==> config.mk <==
export PLATFORM = sky130hd
export DESIGN_NAME = keypad_scanner_flat
export DESIGN_NICKNAME = d
export VERILOG_FILES = /design/src/rtl/keypad_scanner_if.sv /design/src/rtl/keypad_scanner.sv /design/src/flat_wrapper.sv
export SDC_FILE = /design/constraint.sdc
export NUM_CORES = 1
export LEC_CHECK = 0
export BUFFER_PORTS_ARGS = -buffer_cell sky130_fd_sc_hd__clkbuf_2
export CAP_MARGIN = 20
export CORE_MARGIN = 5
export CORE_UTILIZATION = 30
export DETAILED_ROUTE_END_ITERATION = 6
export PLACE_DENSITY = 0.46
export SLEW_MARGIN = 20
export SYNTH_ARGS = -nofsm -noshare
export SYNTH_HDL_FRONTEND = slang
export SYNTH_SLANG_ARGS = --single-unit
==> constraint.sdc <==
create_clock -name clk -period 4.3 [get_ports clk]
set_input_delay 1.075 -clock clk [delete_from_list [all_inputs] [get_ports clk]]
set_output_delay 1.075 -clock clk [all_outputs]
set_load 0.005 [all_outputs]
==> src/rtl/keypad_scanner_if.sv <==
// Keypad pin bundle plus accepted-key outputs.
// The scanner drives columns and reports keys; the keypad side drives rows.
interface keypad_scanner_if;
   logic [3:0] rows;
   logic [5:0] cols;
   logic       newkey;
   logic [4:0] keycode;
   logic       key_held;

   modport master (
      output rows,
      input  cols,
      input  newkey,
      input  keycode,
      input  key_held
   );

   modport slave (
      input  rows,
      output cols,
      output newkey,
      output keycode,
      output key_held
   );
endinterface

==> src/rtl/keypad_scanner.sv <==
// 6x4 keypad scanner: column scan, per-key debounce on press and release,
// single-key lockout while a key is held.
module keypad_scanner #(
   parameter int SCAN_DIV = 1000,
   parameter int DEBOUNCE = 50000
) (
   input  logic              clk,
   input  logic              rst_n,
   keypad_scanner_if.slave   kp
);

   localparam int DW = $clog2(SCAN_DIV);
   localparam int CW = $clog2(DEBOUNCE);
   localparam logic [DW-1:0] DLAST = DW'(SCAN_DIV - 1);
   localparam logic [CW-1:0] CLAST = CW'(DEBOUNCE - 1);

   typedef enum logic [1:0] {
      S_SCAN,
      S_DEBOUNCE,
      S_HELD,
      S_RELEASE
   } state_t;

   state_t          state, nxt;
   logic [3:0]      s1, s2;
   logic [2:0]      col, ncol;
   logic [1:0]      row, hrow;
   logic [DW-1:0]   dcnt;
   logic [CW-1:0]   cnt;
   logic            newkey_q;
   logic [4:0]      keycode_q;
   logic [3:0]      mask, low;
   logic            hit, rlow, dwell_end, cnt_end;

   function automatic logic [4:0] keymap(
      input logic [2:0] c,
      input logic [1:0] r
   );
      logic [4:0] k;
      k = 5'b00000;
      if (!c[2]) begin
         k = {1'b1, r, c[1:0]};
      end else if (c == 3'd4) begin
         case (r)
            2'd0:    k = 5'b01001;
            2'd1:    k = 5'b00001;
            2'd2:    k = 5'b01010;
            default: k = 5'b00100;
         endcase
      end else begin
         case (r)
            2'd0:    k = 5'b01011;
            2'd1:    k = 5'b00011;
            default: k = 5'b00000;
         endcase
      end
      return k;
   endfunction

   always_ff @(posedge clk or negedge rst_n) begin
      if (!rst_n) begin
         s1 <= 4'hF;
         s2 <= 4'hF;
      end else begin
         s1 <= kp.rows;
         s2 <= s1;
      end
   end

   // Column 5 has only two wired rows; the others must never trigger.
   always_comb begin
      mask = (col == 3'd5) ? 4'b0011 : 4'b1111;
      low  = ~s2 & mask;
      hit  = |low;
      hrow = 2'd3;
      if (low[2]) hrow = 2'd2;
      if (low[1]) hrow = 2'd1;
      if (low[0]) hrow = 2'd0;
      rlow      = ~s2[row];
      dwell_end = (dcnt == DLAST);
      cnt_end   = (cnt == CLAST);
      ncol      = (col == 3'd5) ? 3'd0 : col + 3'd1;
   end

   always_ff @(posedge clk or negedge rst_n) begin
      if (!rst_n) state <= S_SCAN;
      else        state <= nxt;
   end

   always_comb begin
      nxt = state;
      unique case (state)
         S_SCAN:
            if (dwell_end && hit) nxt = S_DEBOUNCE;
         S_DEBOUNCE:
            if (!rlow)        nxt = S_SCAN;
            else if (cnt_end) nxt = S_HELD;
         S_HELD:
            if (!rlow) nxt = S_RELEASE;
         S_RELEASE:
            if (rlow)         nxt = S_HELD;
            else if (cnt_end) nxt = S_SCAN;
         default: nxt = S_SCAN;
      endcase
   end

   always_ff @(posedge clk or negedge rst_n) begin
      if (!rst_n) begin
         col       <= 3'd0;
         row       <= 2'd0;
         dcnt      <= '0;
         cnt       <= '0;
         newkey_q  <= 1'b0;
         keycode_q <= 5'b00000;
      end else begin
         newkey_q <= 1'b0;
         unique case (state)
            S_SCAN: begin
               if (dwell_end) begin
                  dcnt <= '0;
                  if (hit) begin
                     row <= hrow;
                     cnt <= '0;
                  end else begin
                     col <= ncol;
                  end
               end else begin
                  dcnt <= dcnt + 1'b1;
               end
            end
            S_DEBOUNCE: begin
               if (!rlow) begin
                  col  <= ncol;
                  dcnt <= '0;
                  cnt  <= '0;
               end else if (cnt_end) begin
                  cnt       <= '0;
                  newkey_q  <= 1'b1;
                  keycode_q <= keymap(col, row);
               end else begin
                  cnt <= cnt + 1'b1;
               end
            end
            S_HELD: cnt <= '0;
            S_RELEASE: begin
               if (rlow) begin
                  cnt <= '0;
               end else if (cnt_end) begin
                  cnt  <= '0;
                  col  <= 3'd0;
                  dcnt <= '0;
               end else begin
                  cnt <= cnt + 1'b1;
               end
            end
            default: cnt <= '0;
         endcase
      end
   end

   always_comb begin
      kp.cols     = ~(6'b000001 << col);
      kp.newkey   = newkey_q;
      kp.keycode  = keycode_q;
      kp.key_held = (state == S_HELD) || (state == S_RELEASE);
   end

endmodule

==> src/flat_wrapper.sv <==
// flat-port wrapper written by rule: the top's interface ports become plain ports
module keypad_scanner_flat 
#(
   parameter int SCAN_DIV = 1000,
   parameter int DEBOUNCE = 50000
)
  (clk, rst_n, kp_rows, kp_cols, kp_newkey, kp_keycode, kp_key_held);
  keypad_scanner_if kp_i ();
  input  logic clk;
  input  logic rst_n;
  input wire logic [$bits(kp_i.rows)-1:0] kp_rows;
  output wire logic [$bits(kp_i.cols)-1:0] kp_cols;
  output wire logic [$bits(kp_i.newkey)-1:0] kp_newkey;
  output wire logic [$bits(kp_i.keycode)-1:0] kp_keycode;
  output wire logic [$bits(kp_i.key_held)-1:0] kp_key_held;
  assign kp_i.rows = kp_rows;
  assign kp_cols = kp_i.cols;
  assign kp_newkey = kp_i.newkey;
  assign kp_keycode = kp_i.keycode;
  assign kp_key_held = kp_i.key_held;
  keypad_scanner #(.SCAN_DIV(SCAN_DIV), .DEBOUNCE(DEBOUNCE)) u_core (.clk(clk), .rst_n(rst_n), .kp(kp_i));
endmodule
==> results of run 1 <==
==> critical path, delay by kind of cell (launching register included) <==
family                     cells  cell delay [ns]
DFF                            1             0.47
adders and majority gates      1             0.23
buffers and inverters          3             0.32
==> final timing paths <==
path	start	to	slack, ns
min in group asynchronous	rst_n	u_core.dcnt[0]$_DFFE_PN0P_	0.73
hold reg to reg	u_core.s1[3]$_DFF_PN1_	u_core.s2[3]$_DFF_PN1_	0.36
setup reg to reg	register	u_core.cnt[14]$_DFFE_PN0P_	1.94
setup / recovery	u_core.col[2]$_DFFE_PN0P_	kp_cols[3]	1.89
max in group asynchronous	rst_n	u_core.s2[0]$_DFF_PN1_	2.79
hold / removal	u_core.s1[3]$_DFF_PN1_	u_core.s2[3]$_DFF_PN1_	0.36
==> cell type report <==
class,instances,area [um2],share of cell area [%]
Timing Repair Buffer,20,105,3.74
Multi-Input combinational cell,190,1210,43.0
Tap cell,105,131,4.68
Sequential cell,47,1190,42.2
Clock buffer,6,82.6,2.94
Inverter,16,60.1,2.14
Clock inverter,2,35.0,1.25
==> logic make-up after synthesis <==
kind of cell               share of synthesized area, %
xor gates and xnor gates                           1.39
and+or+nand+nor                                    23.5
adders and majority gates                          1.49
buffers and inverters                              5.23
AOI/OAI and AO/OA                                  15.4
muxes                                              5.77
DFF                                                47.2
==> report_power, final <==
part           internal (mW)  switching, mW
Sequential             0.448        0.00186
Combinational        0.00460         0.0110
Clock                  0.188          0.149
Total                  0.641          0.162
==> stage by stage <==
| stage | setup WS [ns] | power, mW | hold WS (ns) |
|---|---|---|---|
| final | 1.89 | 0.803 | 0.362 |
| after global routing | 1.64 | 0.835 | 0.369 |
| after CTS | 1.59 | 0.816 | 0.362 |
| after detailed placement | 1.65 | 0.475 | 0.349 |
| after global placement | 1.71 | 0.476 | 0.346 |
| after floorplan | 2.36 | 0.462 | 0.345 |
==> Yosys cell counts, types with 3 or more instances <==
cell type | number | share of area, %
a21oi_1 | 12 | 2.4
a22o_1 | 5 | 1.7
a31oi_1 | 5 | 1.2
and2_1 | 3 | 0.75
and3_1 | 5 | 1.2
buf_2 | 5 | 1.0
dfrtp_1 | 39 | 39
dfstp_2 | 8 | 8.4
ha_1 | 3 | 1.5
inv_1 | 15 | 2.2
mux2i_1 | 10 | 4.0
nand2_1 | 40 | 6.0
nand3_1 | 13 | 2.6
nand4_1 | 4 | 1.0
nor2_1 | 14 | 2.1
nor3_1 | 12 | 2.4
o21ai_0 | 18 | 3.6
xnor2_1 | 3 | 1.0
==> registers in the layout, indices dropped and copies added, names as in the netlist, named ones only <==
signal	cells
u_core.cnt	16
u_core.dcnt	10
u_core.kp.keycode	5
u_core.s1	4
u_core.s2	4
u_core.col	3
u_core.row	2
u_core.kp.newkey	1
u_core.state	1
==> per-layer routing <==
| metal | track usage (%) | vias up | share of wire (%) |
|---|---|---|---|
| li1 | - | 981 | - |
| met1 | 15.4 | 912 | 50 |
| met2 | 17.0 | 34 | 45 |
| met3 | 2.48 | 7 | 3.7 |
| met4 | 3.68 | 0 | 1.3 |
| met5 | 0 | - | 0 |
==> summary.txt, run 1 <==
Run status
  – Status: completed

Route
  – Drt initial violations: 97
  – Drt via density: 5.01
  – Drt wl/cell: approximately 14 um
  – DRC viols: 0
  – Routed WL: 5.33 mm
  – DRT antenna net count: 0
  – First-pass iteration count of the detailed router: 4
  – Vias: 1934

Floorplanning
  – Die Width: 102 um
  – I/O pin count: 19
  – Core Rows: 33
  – Die height: 102 um
  – Core area: 8180 um2
  – Die area: around 10000 um2
  – Initial Util: between 30 and 40%

Clock tree
  – PostCTS Resize Cnt: 0
  – Post-CTS setup buffers: 0
  – CTS tree: built
  – # hold bufs at CTS: 0
  – Clock Tree Root: clkbuf_8
  – Clock Tree Buf Depth: 2
  – Clk_lat worst skew: 0.30 ns
  – Max H-tree Level: 2
  – CTS Sinks: 47
  – Clk slew on worst S/H paths: 0.09 ns
  – Num CTS Buffers: 5

Worst setup path
  – CP Max Fanout: 8
  – Nature of the critical path startpoint: register
  – CP Class: reg -> out
  – Most common cell on crit path: inv_1
  – Largest stage delay, worst path: 0.47 ns
  – Worst path cell trace: inv_1, ha_1, inv_1, clkbuf_2
  – Slowest CP cell: dfrtp_1
  – Crit path DAT: 1.34 ns
  – WP data required: 3.22 ns
  – R2R depth: 5
  – Crit path capture type: output port

STA
  – Post-route minimum period: between 2 and 2.5 ns
  – Setup tns final: 0 ns
  – Fin crit share: 56.1%
  – Final Hold Viols: 0
  – Fmax achieved: 415 MHz
  – Unrepaired setup endpoints after global routing: false
  – Least-Margin Pin Slew: 0.741 ns
  – Setup Skew: 0.00960 ns
  – Fin. max-slew vios: 0
  – Max-slew headroom at the worst pin: 50.1%
  – Final setup fails: 0

Power
  – Pleak: 1.22 nW
  – PwrDens: ~290 nW/um2
  – Peak VDD IR: 0.124 mV

Run
  – Max_cap viols: 0

Finish
  – Most frequent cells in the layout: 40 x nand2_1, 39 x dfrtp_1, 18 x o21ai_0, 18 x clkbuf_2, 15 x inv_1
  – Fin area: ~2800 um2
  – Layout area overhead: 11.7%
  – Most common cell after layout, fill and taps aside: nand2_1
  – Fillers: 851
  – Final cell utilization of the core: 34.3%
  – Final std cells w/o fill: roughly 390
  – Final net count: 289
  – Number of diodes: 0
  – Share of cells above drive strength 1: 17.1%

Place
  – Cells after DPL: between 300 and 400
  – Port bufs: 18
  – GPL Wtd Cong: just over 0.7
  – Final HPWL DP: around 3.9 mm
  – Placed cell areas: ~2700 um2

GRT
  – Initial antenna violation count: 0
  – Pin count of the biggest net entering global routing: 28
  – First-pass GRT wire length: between 9 and 10 mm
  – GR Overflow Total: 0
  – Vias in the first global route: 1891
  – Total Routing Usage GR: 11.0%

Yosys
  – Register bit total from synthesis: 47
  – Area of the mapped netlist: 2510 um2
  – Number of synthesized flops with an enable pin: 0
  – Post-synthesis cell count: 263
  – Syn_area_per_cell: 9.56 um2
  – Sequential area share after synthesis: 47.2%
  – Yosys warnings: 0
  – Yosys cell types: 55
  – Synth Flop Type: dfrtp_1
  – Async set-reset flop share out of synthesis: 100%
  – Syn Nets: 272

Min path
  – Hold path cells: 0
  – Worst hold path type: reg -> reg
Power figures use the tool's default switching activity.
==> inputs of run 2 (changes only) <==
--- a/config.mk
+++ b/config.mk
@@ -10,7 +10,7 @@
 export CORE_MARGIN = 5
 export CORE_UTILIZATION = 30
 export DETAILED_ROUTE_END_ITERATION = 6
-export PLACE_DENSITY = 0.46
+export PLACE_DENSITY = 0.47
 export SLEW_MARGIN = 20
 export SYNTH_ARGS = -nofsm -noshare
 export SYNTH_HDL_FRONTEND = slang
==> constraint.sdc (replaced) <==
create_clock -name clk -period 2 [get_ports clk]
set_input_delay 0.5 -clock clk [delete_from_list [all_inputs] [get_ports clk]]
set_output_delay 0.5 -clock clk [all_outputs]
set_load 0.005 [all_outputs]
==> run 2 against run 1 <==
  * Die area stayed put
  * Worst hold slack got worse by 0.18 ns
  * Via count is 6.3% higher
  * Largest cell class unchanged
  * Critical path depth increased by 2
  * Combinational power rose to 2.6 times the previous value
  * Register-to-register slack worse by 1.9 ns
  * Critical path type is now reg -> reg
==> summary.txt, run 2 (same netlist as run 1, synthesis figures left out) <==
Route
  – Vias: 2055 (+6.3%)
  – First-pass iteration count of the detailed router: 4 (unchanged)
  – DRC viols: 0 (unchanged)
  – Drt wl/cell: 13.2 um (-4.7%)
  – DRT antenna net count: 0 (unchanged)
  – Drt initial violations: 96 (-1.0%)
  – Routed WL: 5.60 mm (+5.0%)
  – Drt via density: 4.84 (-3.5%)

Worst setup path
  – WP data required: 2.19 ns (-1.03 ns)
  – FF-to-FF setup slack: 0.07 ns (-1.87 ns)
  – CP Class: reg -> reg
  – Crit path capture type: register
  – R2R depth: 6 (+1)
  – CP Max Fanout: 4 (-4)
  – Crit path DAT: 2.12 ns (+0.78 ns)
  – Nature of the critical path startpoint: register

Power
  – Int Pwr: 1.29 mW (+100%)
  – P_sw: 0.356 mW (+120%)
  – Peak VDD IR: 0.357 mV (+190%)
  – Combinational group share of total power: 2.4% (+0.5 points)
  – Sequential Power Share: 58.6% (+2.5 points)
  – PwrDens: 526 nW/um2 (+84%)
  – Pwr Total: 1.65 mW (+110%)
  – Clock power share: 38.9% (-3.1 points)
  – Net Sw Frac: 21.6% (+1.4 points)
  – Pleak: 1.42 nW (+17%)

Finish
  – Most frequent cells in the layout: 39 x nand2_1, 39 x dfrtp_1, 39 x buf_4
  – Number of diodes: 0 (unchanged)
  – Share of cells above drive strength 1: 28.7% (+12 points)
  – Layout area overhead: 24.9%
  – Final net count: 328 (+13%)
  – Final cell utilization of the core: 38.4% (+4.1 points)
  – Number of flip-flops in the largest register: 16 (unchanged)
  – Storage cell area: 1190 um2 (unchanged)
  – Fin area: 3140 um2 (+12%)
  – Final std cells w/o fill: 425 (+10%)
  – Biggest register: u_core.cnt
  – Fillers: 807 (-5.2%)
  – Multi-input gate area: 1240 um2 (+2.4%)

Clock tree
  – CTS tree: built
  – Max H-tree Level: 2 (unchanged)
  – Clk slew on worst S/H paths: 0.09 ns (about the same)
  – Clock Tree Root: clkbuf_8
  – Clk_lat worst skew: 0.30 ns (about the same)
  – CTS Sinks: 47 (unchanged)
  – Num CTS Buffers: 5 (unchanged)
  – Clock Tree Buf Depth: 2 (unchanged)
  – # hold bufs at CTS: 0 (unchanged)

STA
  – Hold Slack: 0.179 ns (-0.182 ns)
  – Post-route minimum period: between 1.5 and 2 ns
  – Least-Margin Pin Slew: 0.339 ns (-0.402 ns)
  – Unrepaired setup endpoints after global routing: true
  – Final setup fails: 0 (unchanged)
  – Final Hold Viols: 0 (unchanged)
  – Max-slew headroom at the worst pin: 77.2% (+27 points)
  – Setup Skew: 0.0121 ns (+0.00250 ns)
  – Fmax achieved: 519 MHz
  – Fin. max-slew vios: 0 (unchanged)
  – Fin crit share: 96.3%

Floorplanning
  – Initial Util: 30.7% (unchanged)
  – Die Width: 102 um (unchanged)
  – Die area: 10300 um2 (unchanged)
  – Die height: 102 um (unchanged)
  – Core Rows: 33 (unchanged)
  – I/O pin count: 19 (unchanged)
  – Core area: 8180 um2 (unchanged)

Place
  – Cells after DPL: 416 (+10%)
  – Placed cell areas: 2990 um2 (+12%)
  – GPL Wtd Cong: 0.779 (+8.7%)
  – Final HPWL DP: 4.11 mm (+6.4%)
  – Port bufs: 18 (unchanged)

GRT
  – First-pass GRT wire length: 9.78 mm (+7.6%)
  – Initial antenna violation count: 0 (unchanged)
  – GR Overflow Total: 0 (unchanged)
  – Total Routing Usage GR: 11.8% (+0.78 points)
  – Vias in the first global route: 1959 (+3.6%)
  – Pin count of the biggest net entering global routing: 48 (+71%)

Run status
  – Status: completed

Run
  – Max_cap viols: 0 (unchanged)

Min path
  – Worst hold path type: in -> async
==> run 2: power groups by stage <==
stage / Combinational (mW) / Clock (mW) / Sequential (mW)
floorplan: 0.00818 / 0 / 0.985
global placement: 0.0424 / 0 / 0.986
detailed placement: 0.0424 / 0 / 0.987
CTS: 0.0427 / 0.666 / 0.968
global route: 0.0474 / 0.701 / 0.970
finish: 0.0401 / 0.643 / 0.968
==> run 2: final timing paths <==
kind | startpoint | endpoint
min | rst_n | u_core.dcnt[0]$_DFFE_PN0P_
max reg2reg | u_core.dcnt[0]$_DFFE_PN0P_ | u_core.col[1]$_DFFE_PN0P_
min reg2reg | u_core.s1[2]$_DFF_PN1_ | u_core.s2[2]$_DFF_PN1_
min in group clk | kp_rows[2] | u_core.s1[2]$_DFF_PN1_
max in group asynchronous | rst_n | u_core.s2[0]$_DFF_PN1_
max | u_core.dcnt[0]$_DFFE_PN0P_ | u_core.col[1]$_DFFE_PN0P_
==> run 2: metal layers <==
layer | track usage, % | up-vias | wire length [um]
met5 | 0 | - | 0
met4 | 3.37 | 0 | 61
met3 | 2.27 | 5 | 129
met2 | 17.5 | 21 | 2440
met1 | 17.5 | 971 | 2960
li1 | - | 1058 | -
==> run 2: critical path, stage by stage, from the launching register on <==
cell,delay (ns)
dfrtp_1,0.35
ha_1,0.19
nand2_2,0.09
or3_1,0.36
o31a_1,0.31
o21bai_4,0.19
a221o_1,0.34
==> run 2: per-stage QoR <==
| stage | TNS (ns) | worst slack, ns |
|---|---|---|
| floorplan | 0 | 0.0587 |
| global placement | 0 | 0.0957 |
| detailed placement | 0 | 0.0682 |
| CTS | 0 | 0.0621 |
| global route | -0.00348 | -0.00348 |
| finish | 0 | 0.0732 |
==> run 2: area by class of cell <==
cell class | instances | share of cell area [%]
Inverter | 16 | 1.91
Multi-Input combinational cell | 190 | 39.4
Clock buffer | 7 | 3.07
Clock inverter | 1 | 0.239
Sequential cell | 47 | 37.8
Timing Repair Buffer | 59 | 13.5
Tap cell | 105 | 4.18
==> run 2: timing repair <==
action | CTS | global route
gates resized for setup | 0 | 5
setup endpoints to repair | 0 | 5
setup buffers | 0 | 1
endpoints found under the hold margin | 0 | 0
==> inputs of run 3 (changes only) <==
==> constraint.sdc (replaced) <==
create_clock -name clk -period 2 [get_ports clk]
set_input_delay 0.1 -clock clk [delete_from_list [all_inputs] [get_ports clk]]
set_output_delay 0.1 -clock clk [all_outputs]
set_load 0.005 [all_outputs]
==> run 3 against run 2 <==
  * Critical path depth is 2 lower
  * Core utilization is 0.72 points higher
  * Worst setup slack better by 0.0049 ns
  * Die area stayed put
  * Critical path type unchanged
  * Routed wire length is 2.4% higher
  * Clock power is 28% higher
  * Largest power group unchanged
==> summary.txt, run 3 (same netlist as run 1, synthesis figures left out) <==
Clock tree
  – Clock Tree Root: clkbuf_8
  – Num CTS Buffers: 5 (unchanged)
  – CTS Sinks: 47 (unchanged)
  – Clock Tree Buf Depth: 2 (unchanged)
  – Clk_lat worst skew: 0.30 ns (about the same)
  – Clk slew on worst S/H paths: 0.10 ns (about the same)
  – CTS tree: built
  – Max H-tree Level: 2 (unchanged)

Route
  – Vias: 2106 (+2.5%)
  – Drt via density: 4.89 (+1.1%)
  – Drt initial violations: 64 (-33%)
  – DRT antenna net count: 0 (unchanged)
  – Drt wl/cell: 13.3 um (+0.99%)
  – DRC viols: 0 (unchanged)
  – Routed WL: 5.73 mm (+2.4%)
  – First-pass iteration count of the detailed router: 4 (unchanged)

Floorplanning
  – Initial Util: 30.7% (unchanged)
  – Core Rows: 33 (unchanged)
  – Core area: 8180 um2 (unchanged)
  – Die area: 10300 um2 (unchanged)
  – Die Width: 102 um (unchanged)
  – Die height: 102 um (unchanged)
  – I/O pin count: 19 (unchanged)

STA
  – Hold Slack: 0.281 ns (+0.102 ns)
  – Max-slew headroom at the worst pin: 74.3% (-2.9 points)
  – Fmax achieved: 520 MHz (+0.25%)
  – Final setup fails: 0 (unchanged)
  – Fin crit share: 96.1% (-0.24 points)
  – Least-Margin Pin Slew: 0.383 ns (+0.0435 ns)
  – Setup tns final: 0 ns (unchanged)
  – Setup Skew: 0.0120 ns (-0.0000935 ns)
  – Fin. max-slew vios: 0 (unchanged)
  – Final Hold Viols: 0 (unchanged)
  – Post-route minimum period: 1.92 ns (-0.00487 ns)
  – Unrepaired setup endpoints after global routing: false

Worst setup path
  – CP Class: reg -> reg
  – Crit path DAT: 2.10 ns (-0.02 ns)
  – WP data required: 2.18 ns (about the same)
  – Nature of the critical path startpoint: register
  – CP Max Fanout: 4 (unchanged)
  – Crit path capture type: register

Finish
  – Fillers: 822 (+1.9%)
  – Layout area overhead: 27.3%
  – Share of cells above drive strength 1: 27.6% (-1.1 points)
  – Most frequent cells in the layout: 41 x buf_4, 39 x nand2_1, 39 x dfrtp_1
  – Number of flip-flops in the largest register: 16 (unchanged)
  – Biggest register: u_core.cnt
  – Fin area: 3200 um2 (+1.9%)
  – Final net count: 334 (+1.8%)
  – Most common cell after layout, fill and taps aside: buf_4
  – Number of diodes: 0 (unchanged)

Power
  – PwrDens: 575 nW/um2 (+9.4%)
  – Pwr Total: 1.84 mW (+11%)
  – Pleak: 1.45 nW (+2.1%)
  – Peak VDD IR: 0.326 mV (-8.7%)

GRT
  – First-pass GRT wire length: 9.81 mm (+0.35%)
  – GR Overflow Total: 0 (unchanged)
  – Pin count of the biggest net entering global routing: 25 (-48%)
  – Total Routing Usage GR: 11.9% (+0.11 points)
  – Vias in the first global route: 2078 (+6.1%)
  – Initial antenna violation count: 0 (unchanged)

Run
  – Max_cap viols: 0 (unchanged)

Place
  – GPL Wtd Cong: 0.797 (+2.4%)
  – Final HPWL DP: 4.29 mm (+4.5%)
  – Port bufs: 18 (unchanged)
  – Placed cell areas: 3000 um2 (about the same)

Run status
  – Status: completed

Min path
  – Worst hold path type: in -> async
-- run 3: repair_timing --
item,4_1_cts,5_1_grt
endpoints found under the setup margin,0,5
setup buffers,0,0
gates resized for setup,0,5
hold buffers,5,0
endpoints found under the hold margin,44,0
-- run 3: power by group --
part	switching, mW	internal, mW	total (mW)
registers	0.00410	0.964	0.968
logic	0.0267	0.0200	0.0467
clock network	0.325	0.500	0.825
-- run 3: through the flow --
| stage | utilization [%] | setup WS (ns) | instances |
|---|---|---|---|
| 2_1_floorplan | - | 0.0587 | 263 |
| 3_3_place_gp | 36.7 | 0.0947 | 418 |
| 3_5_place_dp | 36.7 | 0.0659 | 418 |
| 4_1_cts | 38.9 | 0.0482 | 431 |
| 5_1_grt | 39.1 | 0.00126 | 431 |
| 6_report | 39.1 | 0.0781 | 431 |
-- run 3: cell type report --
| cell class | instances | area, um2 | area share (%) |
|---|---|---|---|
| Clock buffer | 6 | 72.6 | 2.27 |
| Clock inverter | 2 | 60.1 | 1.88 |
| Inverter | 16 | 60.1 | 1.88 |
| Multi-Input combinational cell | 190 | 1220 | 38.2 |
| Sequential cell | 47 | 1190 | 37.1 |
| Tap cell | 105 | 131 | 4.11 |
| Timing Repair Buffer | 65 | 468 | 14.6 |
-- run 3: routing by layer --
metal / track usage (%) / vias up / routed length, um
li1: - / 1066 / -
met1: 16.9 / 1013 / 3020
met2: 18.8 / 22 / 2520
met3: 2.27 / 5 / 125
met4: 3.07 / 0 / 68
met5: 0 / - / 0
-- run 3: worst paths after layout --
check                                           start                   endpoint  slack, ns  depth (start not counted)
max                        u_core.cnt[10]$_DFFE_PN0P_  u_core.cnt[8]$_DFFE_PN0P_       0.08                          4
min                                             rst_n     u_core.s1[2]$_DFF_PN1_       0.28                          2
max reg2reg                u_core.cnt[10]$_DFFE_PN0P_  u_core.cnt[8]$_DFFE_PN0P_       0.08                          4
min reg2reg                    u_core.s1[0]$_DFF_PN1_     u_core.s2[0]$_DFF_PN1_       0.36                          0
max in group asynchronous                       rst_n     u_core.s1[3]$_DFF_PN1_       1.35                          3
min in group clk               u_core.s1[0]$_DFF_PN1_     u_core.s2[0]$_DFF_PN1_       0.36                          0
-- run 3: worst max-delay path, cell delays in order (launching register included) --
cell	delay (ns)
dfrtp_1	0.42
or4b_1	0.52
or4_4	0.58
nand2_1	0.17
o21ai_0	0.12
